$ cat config.mk
export PLATFORM = sky130hd
export DESIGN_NAME = id_ex_pipe_reg
export DESIGN_NICKNAME = d
export VERILOG_FILES = /design/src/rtl/id_ex_pipe_reg.sv
export SDC_FILE = /design/constraint.sdc
export NUM_CORES = 1
export LEC_CHECK = 0
export CAP_MARGIN = 25
export CORE_UTILIZATION = 25
export CTS_BUF_LIST = sky130_fd_sc_hd__clkbuf_16
export DETAILED_ROUTE_END_ITERATION = 8
export GPL_ROUTABILITY_DRIVEN = 0
export PLACE_DENSITY = 0.56
export SLEW_MARGIN = 20
export SYNTH_ARGS = -nofsm -noshare
export SYNTH_HDL_FRONTEND = slang
export SYNTH_SLANG_ARGS = --single-unit
$ cat constraint.sdc
create_clock -name clk -period 6.1 [get_ports clk]
set_clock_uncertainty 0.2 [all_clocks]
set_input_delay 1.22 -clock clk [delete_from_list [all_inputs] [get_ports clk]]
set_output_delay 1.22 -clock clk [all_outputs]
set_load 0.01 [all_outputs]
$ cat src/rtl/id_ex_pipe_reg.sv
// ID/EX pipeline register: captures decoder controls and ID operands for the EX stage, with
// stall (hold), flush (bubble) and a saturating bubble counter. Define IDEX_SHAMT_EN to register shamt.
module id_ex_pipe_reg #(
  parameter int WIDTH = 32,
  parameter int CNT_W = 16
) (
  input  logic             clk,
  input  logic             reset,
  input  logic             stall_e,
  input  logic             flush_e,
  input  logic [2:0]       alu_control_d,
  input  logic             shift_d,
  input  logic             jr_d,
  input  logic             reg_write_d,
  input  logic             mem_to_reg_d,
  input  logic             mem_write_d,
  input  logic             alu_src_d,
  input  logic             reg_dst_d,
  input  logic [WIDTH-1:0] rd1_d,
  input  logic [WIDTH-1:0] rd2_d,
  input  logic [WIDTH-1:0] sign_imm_d,
  input  logic [WIDTH-1:0] pc_plus4_d,
  input  logic [4:0]       rs_d,
  input  logic [4:0]       rt_d,
  input  logic [4:0]       rd_d,
  input  logic [4:0]       shamt_d,
  output logic [2:0]       alu_control_e,
  output logic             shift_e,
  output logic             jr_e,
  output logic             reg_write_e,
  output logic             mem_to_reg_e,
  output logic             mem_write_e,
  output logic             alu_src_e,
  output logic             reg_dst_e,
  output logic [WIDTH-1:0] rd1_e,
  output logic [WIDTH-1:0] rd2_e,
  output logic [WIDTH-1:0] sign_imm_e,
  output logic [WIDTH-1:0] pc_plus4_e,
  output logic [4:0]       rs_e,
  output logic [4:0]       rt_e,
  output logic [4:0]       rd_e,
  output logic [4:0]       shamt_e,
  output logic             valid_e,
  output logic [CNT_W-1:0] bubble_cnt
);

  // Everything that travels ID -> EX; an all-zero value is a bubble.
  typedef struct packed {
    logic [2:0]       alu_control;
    logic             shift;
    logic             jr;
    logic             reg_write;
    logic             mem_to_reg;
    logic             mem_write;
    logic             alu_src;
    logic             reg_dst;
    logic [WIDTH-1:0] rd1;
    logic [WIDTH-1:0] rd2;
    logic [WIDTH-1:0] sign_imm;
    logic [WIDTH-1:0] pc_plus4;
    logic [4:0]       rs;
    logic [4:0]       rt;
    logic [4:0]       rd;
  } stage_t;

  stage_t d_stage;
  stage_t e_q;
  logic   valid_q;

  always_comb begin
    d_stage             = '0;
    d_stage.alu_control = alu_control_d;
    d_stage.shift       = shift_d;
    d_stage.jr          = jr_d;
    d_stage.reg_write   = reg_write_d;
    d_stage.mem_to_reg  = mem_to_reg_d;
    d_stage.mem_write   = mem_write_d;
    d_stage.alu_src     = alu_src_d;
    d_stage.reg_dst     = reg_dst_d;
    d_stage.rd1         = rd1_d;
    d_stage.rd2         = rd2_d;
    d_stage.sign_imm    = sign_imm_d;
    d_stage.pc_plus4    = pc_plus4_d;
    d_stage.rs          = rs_d;
    d_stage.rt          = rt_d;
    d_stage.rd          = rd_d;
  end

  // Flush beats stall so a squashed instruction cannot be held in EX.
  // NOTE: non-blocking (<=) for all flop state; the missing final else is a clock enable
  // (hold), not a latch, because this is an edge-triggered always_ff.
  always_ff @(posedge clk or posedge reset) begin
    if (reset) begin
      e_q     <= '0;
      valid_q <= 1'b0;
    end else if (flush_e) begin
      e_q     <= '0;
      valid_q <= 1'b0;
    end else if (!stall_e) begin
      e_q     <= d_stage;
      valid_q <= 1'b1;
    end
  end

  // Counts every flush edge, stalled or not, and sticks at all-ones.
  always_ff @(posedge clk or posedge reset) begin
    if (reset) begin
      bubble_cnt <= '0;
    end else if (flush_e && (bubble_cnt != {CNT_W{1'b1}})) begin
      bubble_cnt <= bubble_cnt + CNT_W'(1);
    end
  end

`ifdef IDEX_SHAMT_EN
  logic [4:0] shamt_q;

  always_ff @(posedge clk or posedge reset) begin
    if (reset) begin
      shamt_q <= '0;
    end else if (flush_e) begin
      shamt_q <= '0;
    end else if (!stall_e) begin
      shamt_q <= shamt_d;
    end
  end

  assign shamt_e = shamt_q;
`else
  // EX takes the shift amount from sign_imm_e[10:6] in this build.
  logic unused_shamt;
  assign unused_shamt = ^shamt_d;
  assign shamt_e      = 5'd0;
`endif

  assign alu_control_e = e_q.alu_control;
  assign shift_e       = e_q.shift;
  assign jr_e          = e_q.jr;
  assign reg_write_e   = e_q.reg_write;
  assign mem_to_reg_e  = e_q.mem_to_reg;
  assign mem_write_e   = e_q.mem_write;
  assign alu_src_e     = e_q.alu_src;
  assign reg_dst_e     = e_q.reg_dst;
  assign rd1_e         = e_q.rd1;
  assign rd2_e         = e_q.rd2;
  assign sign_imm_e    = e_q.sign_imm;
  assign pc_plus4_e    = e_q.pc_plus4;
  assign rs_e          = e_q.rs;
  assign rt_e          = e_q.rt;
  assign rd_e          = e_q.rd;
  assign valid_e       = valid_q;

endmodule

==> flow_metrics.tcl, run 1 <==
set metrics [dict create \
    outcome "finished, final reports clean" \
    power.total_uw 2800 \
    worst-path-max-fanout 84 \
    diodes 0 \
    relSlewSlack_pct 32.4 \
    r2r_cells 5 \
    min_to "bubble_cnt[7]$_DFFE_PP0P_" \
    ys_top_cells_by_count "170 x dfrtp_1, 157 x nor2_1, 154 x mux2i_1" \
    fin_nets 1051 \
    tightest_slew_ps 1010 \
    grt_remaining_overflow 0 \
    synth_top_area_cell "dfrtp_1" \
    syn_area_mm2 0.00699 \
    vias_per_cell 4.14 \
    path_common_cell "buf_4" \
    ys.flop_type "dfrtp_1" \
    syn_to_final_growth_pct 59.0 \
    synth_top_area_share_pct 60.9 \
    htreeDepth 4 \
    muxShareOfSynthArea_pct 22.4 \
    ios 337 \
    start_util_pct 25.7 \
    grt_pass1_wl_mm 31.0 \
    cellLeakagePower_uw 0.00516 \
    synth-compound-area-share_pct 0.627 \
    yosys.cell_count.top_type "dfrtp_1" \
    grt_max_degree 89 \
    fin_crit_ps 2900 \
    drcViolationCount 0 \
    cp-start-kind "input pin" \
    hpwl_mm 13.5 \
    synth_area_per_cell_um2 12.1 \
    synth_top_family_by_area "multiplexers" \
    synth-edff-count 0 \
    synthTopCellsByArea "dfrtp_1 61%, mux2i_1 22%, nor2_1 8.4%" \
    synthCells 578 \
    die_w_um 169 \
    cp.arrival_ps 2970 \
    avgRoutedWirePerCell_um 15.7 \
    hp-class "reg -> reg" \
    rsz0062_at_grt "false" \
    whs_path_depth 1 \
    finalCritPeriodShare_pct 47.6 \
    cts_root_buffer "clkbuf_16" \
    die_y_um 169 \
    hold_buffers 0 \
    grt.total_usage_pct 14.1 \
    antenna_found_initial 0 \
    crit_chain "buf_4 -> buf_4 -> nor2_1" \
    clockBufferDepth 2 \
    drt_iter0_drc 247 \
    grt_pass1_vias 5330 \
    vdd_drop_max_mv 0.161 \
    coreArea_mm2 0.0272 \
    cts_tree "yes" \
    insertion_delay_ps 420 \
    synthArstFlopShare_pct 100 \
    cts_made_buffers 17 \
    synth_fa_ha_area_share_pct 0.179 \
    cts_resized 0 \
    drv_slew 0 \
    path_clk_slew_ps 70 \
    setup_viol 0 \
    yosysUniqueCellTypes 29 \
    path_class "in -> reg" \
    cpPeakStageDelay_ps 840 \
    synth-seq-area-share_pct 60.9 \
    hold_viol 0 \
    postCtsSetupRepairBufs 0 \
    synthSimpleGateAreaFrac_pct 11.0 \
    reg2reg_slack_ps 4070 \
    drv_cap 0 \
    finalSetupTns_ps 0 \
    cp-end-kind "flip-flop" \
    worstReg2RegEnd "bubble_cnt[11]$_DFFE_PP0P_" \
    die_area_mm2 0.0286 \
    power_density_mw_per_mm2 252 \
    row_count 60 \
    ys_seq_elements 170 \
    antenna_left 0 \
    wl_mm 20.0 \
    drive_gt1_share_pct 4.89 \
    cts.sinks 170 \
    hold_path_startpoint "bubble_cnt[7]$_DFFE_PP0P_" \
    numPortBuffers 326 \
    synth_xor_area_share_pct 1.49 \
    synth_warnings 0 \
    critPathLaunch "flush_e" \
    crit_slowest_cell "buf_4" \
    vias 5265 \
    firstDrtPassIters 4 \
    max_freq_mhz 345 \
    crit_required_ps 6170 \
    r2r-start "bubble_cnt[0]$_DFFE_PP0P_" \
]
[sequential cells by signal, summed over array words and instances, names as in the netlist, 3 cells and up]
register and cells:
pc_plus4_e 32, rd1_e 32, rd2_e 32, sign_imm_e 32
bubble_cnt 16, rd_e 5, rs_e 5, rt_e 5
alu_control_e 3
[per-stage QoR]
| stage | setup WS, ps | utilization, % | hold WS [ps] | area [um2] | instances |
|---|---|---|---|---|---|
| detailed placement | 2740 | 38.9 | 290 | 10600 | 1241 |
| floorplan | 76.6 | - | 323 | 7000 | 582 |
| finish | 3200 | 40.9 | 310 | 11100 | 1272 |
| CTS | 3180 | 40.9 | 314 | 11100 | 1272 |
| global route | 3060 | 40.9 | 329 | 11100 | 1272 |
| global placement | 2750 | 38.9 | 286 | 10600 | 1241 |
[final cells by class]
| cell class | instances | area (um2) |
|---|---|---|
| Inverter | 6 | 27.5 |
| Tap cell | 372 | 465 |
| Clock buffer | 17 | 425 |
| Sequential cell | 170 | 4250 |
| Clock inverter | 14 | 115 |
| Fill cell | 2650 | 16100 |
| Timing Repair Buffer | 329 | 3310 |
| Multi-Input combinational cell | 364 | 2510 |
[critical path: cells and delay by family]
family        cells  cell delay [ps]
buf+inv           2             1420
simple gates      1              130
[placed cells by master, fill, tap and decap left out]
| cell | n |
|---|---|
| a211oi_1 | 1 |
| nor3_1 | 4 |
| and3_4 | 1 |
| xnor2_2 | 1 |
| and4_4 | 2 |
| clkdlybuf4s50_1 | 324 |
| nand2b_1 | 1 |
| and4_1 | 2 |
| clkbuf_16 | 17 |
| dfrtp_1 | 170 |
| conb_1 | 5 |
| xor2_1 | 7 |
| mux2i_1 | 154 |
| or3_4 | 1 |
| buf_12 | 2 |
| ha_1 | 1 |
| inv_8 | 1 |
| and3_1 | 2 |
| nand4_1 | 5 |
| nand2_1 | 7 |
| inv_1 | 7 |
| clkinv_4 | 5 |
| a21oi_1 | 4 |
| buf_4 | 2 |
| nand3_1 | 2 |
| clkbuf_8 | 1 |
| nor2_1 | 157 |
| mux2_2 | 2 |
| xnor2_1 | 3 |
| a41oi_2 | 1 |
| inv_6 | 7 |
| nor4_2 | 1 |
[kinds of logic after synthesis]
| family | after synthesis |
|---|---|
| multiplexers | 156 |
| XOR/XNOR | 11 |
| flip-flops | 170 |
| other | 1 |
| buffers and inverters | 48 |
| AND/OR/NAND/NOR | 185 |
| AO/OA/AOI/OAI | 6 |
| adder cells (fa/ha/maj) | 1 |
[worst max path at each step]
stage                                              end  slack (ps)  cells past startpoint
final                        sign_imm_e[5]$_DFFE_PP0P_        3200                      3
after CTS                               bubble_cnt[11]        3180                      1
after global routing        sign_imm_e[13]$_DFFE_PP0P_        3060                      3
after detailed placement     sign_imm_e[5]$_DFFE_PP0P_        2740                      3
after global placement       sign_imm_e[7]$_DFFE_PP0P_        2750                      3
after floorplan           alu_control_e[0]$_DFFE_PP0P_          80                      1
[metal layers]
metal  vias to the layer above  track usage [%]  share of wire, %
met3                        10             4.01               5.6
met1                      2554             17.1                43
met2                       162             24.1                51
met4                         0             4.11              0.87
li1                       2539                -                 -
met5                         -                0                 0
[power breakdown]
group,leakage [uW],total (uW),internal (uW),switching (uW)
sequential,0.00224,1270,1210,61.0
combinational,0.00264,512,301,211
clock,0.000274,1020,531,488
total,0.00516,2800,2040,760
(Power assumes the default switching activity.)
==> inputs of run 2 (changes only) <==
- PLACE_DENSITY: 0.56 -> 0.54
- clock period: 6.1 -> 2.69 ns (I/O delays scaled with it)
==> run 2 against run 1 <==
Compared with the run above:
- global-route usage rose by 0.64 points
- highest routed layer unchanged
- setup slack got worse by 2700 ps
- sequential power rose by 130%
- wire length rose by 3.9%
- register-to-register slack got worse by 3400 ps
- critical path depth fell by 2
- hold slack got worse by 130 ps
- combinational power rose by 130%
- first-iteration DRC count rose by 17%
- sequential cell count did not move
==> flow_metrics.tcl, run 2 (synthesized netlist as in run 1, its figures left out) <==
set metrics [dict create \
    outcome "finished, final reports clean" \
    power.total_uw 6520 \
    cp.arrival_ps 1470 \
    drcViolationCount 0 \
    cp_num_buf_inv 1 \
    cts.sinks 170 \
    cts_root_buffer "clkbuf_16" \
    crit_chain "clkdlybuf4s50_1" \
    crit_required_ps 1950 \
    avgRoutedWirePerCell_um 16.2 \
    start_util_pct 25.7 \
    most-common-layout-cells "324 x clkdlybuf4s50_1, 170 x dfrtp_1, 157 x nor2_1" \
    vias_per_cell 4.17 \
    antenna_left 0 \
    hp-class "in -> reg" \
    cellLeakagePower_uw 0.00522 \
    fin_nets 1062 \
    worstReg2RegEnd "bubble_cnt[11]$_DFFE_PP0P_" \
    cts_tree "yes" \
    syn_to_final_growth_pct 61.5 \
    grt.total_usage_pct 14.7 \
    crit_path_end "bubble_cnt[11]" \
    grt_remaining_overflow 0 \
    die_area_mm2 0.0286 \
    wl_mm 20.8 \
    ios 337 \
    rsz0062_at_grt "false" \
    die_y_um 169 \
    vdd_drop_max_mv 0.380 \
    grt_pass1_vias 5518 \
    hpwl_mm 14.6 \
    finalCritPeriodShare_pct 82.1 \
    htreeDepth 4 \
    coreArea_mm2 0.0272 \
    crit_cells 1 \
    r2r-start "bubble_cnt[0]$_DFFE_PP0P_" \
    postCtsSetupRepairBufs 0 \
    path_class "reg -> out" \
    grt_pass1_wl_mm 32.5 \
    cpPeakStageDelay_ps 590 \
    setup_viol 0 \
    layout_commonest_cell "clkdlybuf4s50_1" \
    numPortBuffers 326 \
    worst-path-max-fanout 5 \
    clockBufferDepth 2 \
    insertion_delay_ps 420 \
    max_freq_mhz 453 \
    drive_gt1_share_pct 6.04 \
    r2r_cells 5 \
    cp-end-kind "output port" \
    drt_iter0_drc 288 \
    cts_resized 0 \
    crit_family "buffers and inverters" \
    cp-start-kind "flip-flop" \
    reg2reg_slack_ps 680 \
    path_clk_slew_ps 70 \
    drv_slew 0 \
    power_density_mw_per_mm2 578 \
    diodes 0 \
    grt_max_degree 91 \
    firstDrtPassIters 4 \
    row_count 60 \
    hold_viol 0 \
    drv_cap 0 \
    critPathLaunch "bubble_cnt[11]$_DFFE_PP0P_" \
    crit_slowest_cell "clkdlybuf4s50_1" \
    relSlewSlack_pct 51.7 \
    hold_buffers 0 \
    fin_crit_ps 2210 \
    vias 5352 \
    tightest_slew_ps 724 \
    whs_ps 183 \
    cts_made_buffers 17 \
    antenna_found_initial 0 \
    die_w_um 169 \
]
==> run 2: changes by cell type in the layout (fill, tap and decap cells not counted), sizes merged <==
cell / delta
clkinvlp: +6
inv: -5
clkinv: -4
bufinv: +2
buf: +11
==> run 2: area by class of cell <==
| type | count | area [um2] |
|---|---|---|
| fillers | 2667 | 15900 |
| flip-flops and latches | 170 | 4250 |
| repair buffers | 340 | 3460 |
| multi-input cells | 364 | 2510 |
| well taps | 372 | 465 |
| clock buffers | 17 | 425 |
| clock inverters | 13 | 145 |
| inverters | 6 | 26.3 |
==> run 2: per-stage QoR <==
step / std cells / setup WS [ps] / util (%) / TNS [ps] / instance area, um2
floorplan: 582 / -217 / - / -36840 / 7010
detailed placement: 1252 / 679 / 39.4 / 0 / 10700
finish: 1282 / 482 / 41.5 / 0 / 11300
CTS: 1282 / 458 / 41.5 / 0 / 11300
global route: 1282 / 415 / 41.5 / 0 / 11300
global placement: 1252 / 692 / 39.4 / 0 / 10700
==> run 2: worst reg2reg max path, stage by stage, from the launching register on <==
cell     delay, ps
dfrtp_1        440
ha_1           250
and4_1         270
and4_4         220
or3_4          400
xnor2_2        130
==> run 2: power breakdown <==
| group | internal, uW | total (uW) | switching [uW] |
|---|---|---|---|
| clock | 1370 | 2460 | 1090 |
| sequential | 2730 | 2870 | 135 |
| combinational | 699 | 1190 | 490 |
==> run 2: worst min path at each step <==
stage	startpoint	to	cells past startpoint
after floorplan	bubble_cnt[7]$_DFFE_PP0P_	bubble_cnt[7]$_DFFE_PP0P_	1
after global placement	bubble_cnt[7]$_DFFE_PP0P_	bubble_cnt[7]$_DFFE_PP0P_	1
after detailed placement	bubble_cnt[7]$_DFFE_PP0P_	bubble_cnt[7]$_DFFE_PP0P_	1
after CTS	flush_e	sign_imm_e[5]$_DFFE_PP0P_	2
after global routing	flush_e	sign_imm_e[5]$_DFFE_PP0P_	2
final	flush_e	sign_imm_e[5]$_DFFE_PP0P_	2
==> run 2: layer usage <==
metal	GRT usage, %	routed length [um]
met5	0	0
met1	18.2	8980
met2	25.0	10300
met4	4.58	300
met3	3.73	1220
==> inputs of run 3 (changes only) <==
- PLACE_DENSITY: 0.54 -> 0.56
- clock period: 2.69 -> 2.02 ns (I/O delays scaled with it)
==> run 3 against run 2 <==
Compared with the run above:
- utilization is 0.47 points higher
- setup slack worse by 410 ps
- die area stayed put
- wire length is 4.0% lower
- sequential share of layout area is 0.41 points lower
- via count is 1.1% higher
- register-to-register slack worse by 590 ps
- first-iteration DRC count is 5.2% lower
- final cell count is 1.0% higher
- clock power is 30% higher
- non-clock buffer count is 11 higher
==> flow_metrics.tcl, run 3 (synthesized netlist as in run 1, its figures left out) <==
set metrics [dict create \
    die_area_mm2 0.0286 \
    avgRoutedWirePerCell_um 15.4 \
    finalCritPeriodShare_pct 96.5 \
    grt_pass1_wl_mm 31.4 \
    vdd_drop_max_mv 0.397 \
    row_count 60 \
    fin_crit_ps 1950 \
    start_util_pct 25.7 \
    regArea_mm2 0.00426 \
    die_w_um 169 \
    multi_input_area_mm2 0.00251 \
    hold_buffers 0 \
    reg2reg_slack_ps 90 \
    setup_viol 0 \
    cp.arrival_ps 1350 \
    cp-end-kind "output port" \
    rsz0062_at_grt "false" \
    worstReg2RegEnd "bubble_cnt[11]$_DFFE_PP0P_" \
    wl_mm 20.0 \
    cellLeakagePower_uw 0.00538 \
    grt_remaining_overflow 0 \
    grt_pass1_vias 5465 \
    cts_made_buffers 17 \
    ios 337 \
    whs_path_depth 3 \
    fin_nets 1073 \
    syn_to_final_growth_pct 63.3 \
    hold_path_startpoint "flush_e" \
    diodes 0 \
    r2r_cells 5 \
    clockBufferDepth 2 \
    antenna_left 0 \
    insertion_delay_ps 410 \
    antenna_found_initial 0 \
    whs_ps 197 \
    r2r-start "bubble_cnt[0]$_DFFE_PP0P_" \
    grt.total_usage_pct 14.1 \
    drive_gt1_share_pct 7.37 \
    die_y_um 169 \
    finalSetupTns_ps 0 \
    cts_root_buffer "clkbuf_16" \
    hold_viol 0 \
    numPortBuffers 326 \
    cp-start-kind "flip-flop" \
    drv_cap 0 \
    htreeDepth 4 \
    crit_chain "clkdlybuf4s50_1" \
    max_freq_mhz 513 \
    vias_per_cell 4.18 \
    outcome "finished, final reports clean" \
    worst-path-max-fanout 2 \
    vias 5412 \
    power_density_mw_per_mm2 758 \
    min_to "bubble_cnt[12]$_DFFE_PP0P_" \
    crit_family "buffers and inverters" \
    path_clk_slew_ps 70 \
    power.total_uw 8650 \
    hp-class "in -> reg" \
    cts_tree "yes" \
    setup_ws_ps 70.7 \
    hpwl_mm 14.2 \
    coreArea_mm2 0.0272 \
    firstDrtPassIters 4 \
    crit_required_ps 1420 \
    drt_iter0_drc 273 \
    most-common-layout-cells "311 x clkdlybuf4s50_1, 169 x dfrtp_1, 157 x nor2_1" \
    drv_slew 0 \
    fill_cells 2649 \
    stdcell_count 1295 \
    dp_cells 1257 \
    layout_commonest_cell "clkdlybuf4s50_1" \
    post-place-ws_ps 80.6 \
    crit_slowest_cell "clkdlybuf4s50_1" \
    grt_max_degree 92 \
    cts.sinks 170 \
    drcViolationCount 0 \
    cp_num_buf_inv 1 \
    path_class "reg -> out" \
    cpPeakStageDelay_ps 570 \
]
-- run 3: cell type report --
type,count,area share (%)
multi-input combinational,364,22.0
sequential,170,37.3
clock buffer,17,3.73
clock inverter,15,1.23
timing repair buffer,351,31.4
tap,372,4.08
inverter,6,0.230
-- run 3: worst max path at each step --
stage               depth (start not counted)  slack (ps)                  startpoint                      endpoint
floorplan                                   1        -750                       reset  alu_control_e[0]$_DFFE_PP0P_
global placement                            5         110   bubble_cnt[0]$_DFFE_PP0P_    bubble_cnt[11]$_DFFE_PP0P_
detailed placement                          5          80   bubble_cnt[0]$_DFFE_PP0P_    bubble_cnt[11]$_DFFE_PP0P_
CTS                                         1           7  bubble_cnt[15]$_DFFE_PP0P_                bubble_cnt[15]
global route                                1           4  pc_plus4_e[24]$_DFFE_PP0P_                pc_plus4_e[24]
finish                                      1          70  pc_plus4_e[24]$_DFFE_PP0P_                pc_plus4_e[24]
-- run 3: metal layers --
layer | part of all wire [%] | wire, um | GRT usage (%) | vias to the layer above
met1 | 43 | 8560 | 17.6 | 2656
met2 | 51 | 10100 | 23.9 | 163
met5 | 0 | 0 | 0 | -
met3 | 5.6 | 1120 | 3.66 | 10
li1 | - | - | - | 2583
met4 | 0.95 | 189 | 4.00 | 0
-- run 3: power breakdown --
group | total, uW | switching, uW | leakage [uW] | internal, uW
registers | 3780 | 144 | 0.00224 | 3640
clock network | 3210 | 1490 | 0.000277 | 1730
logic | 1650 | 692 | 0.00286 | 958
total | 8650 | 2320 | 0.00538 | 6330
-- run 3: per-stage QoR --
| step | utilization, % | area (um2) |
|---|---|---|
| 2_1_floorplan | - | 7010 |
| 3_3_place_gp | 39.8 | 10800 |
| 3_5_place_dp | 39.8 | 10800 |
| 4_1_cts | 41.9 | 11400 |
| 5_1_grt | 42.0 | 11400 |
| 6_report | 42.0 | 11400 |
-- run 3: what timing repair did --
action,in CTS,in global routing
setup buffers,5,1
cloned,0,0
pin swaps,0,0
resized for setup,10,4
setup endpoints to repair,14,4
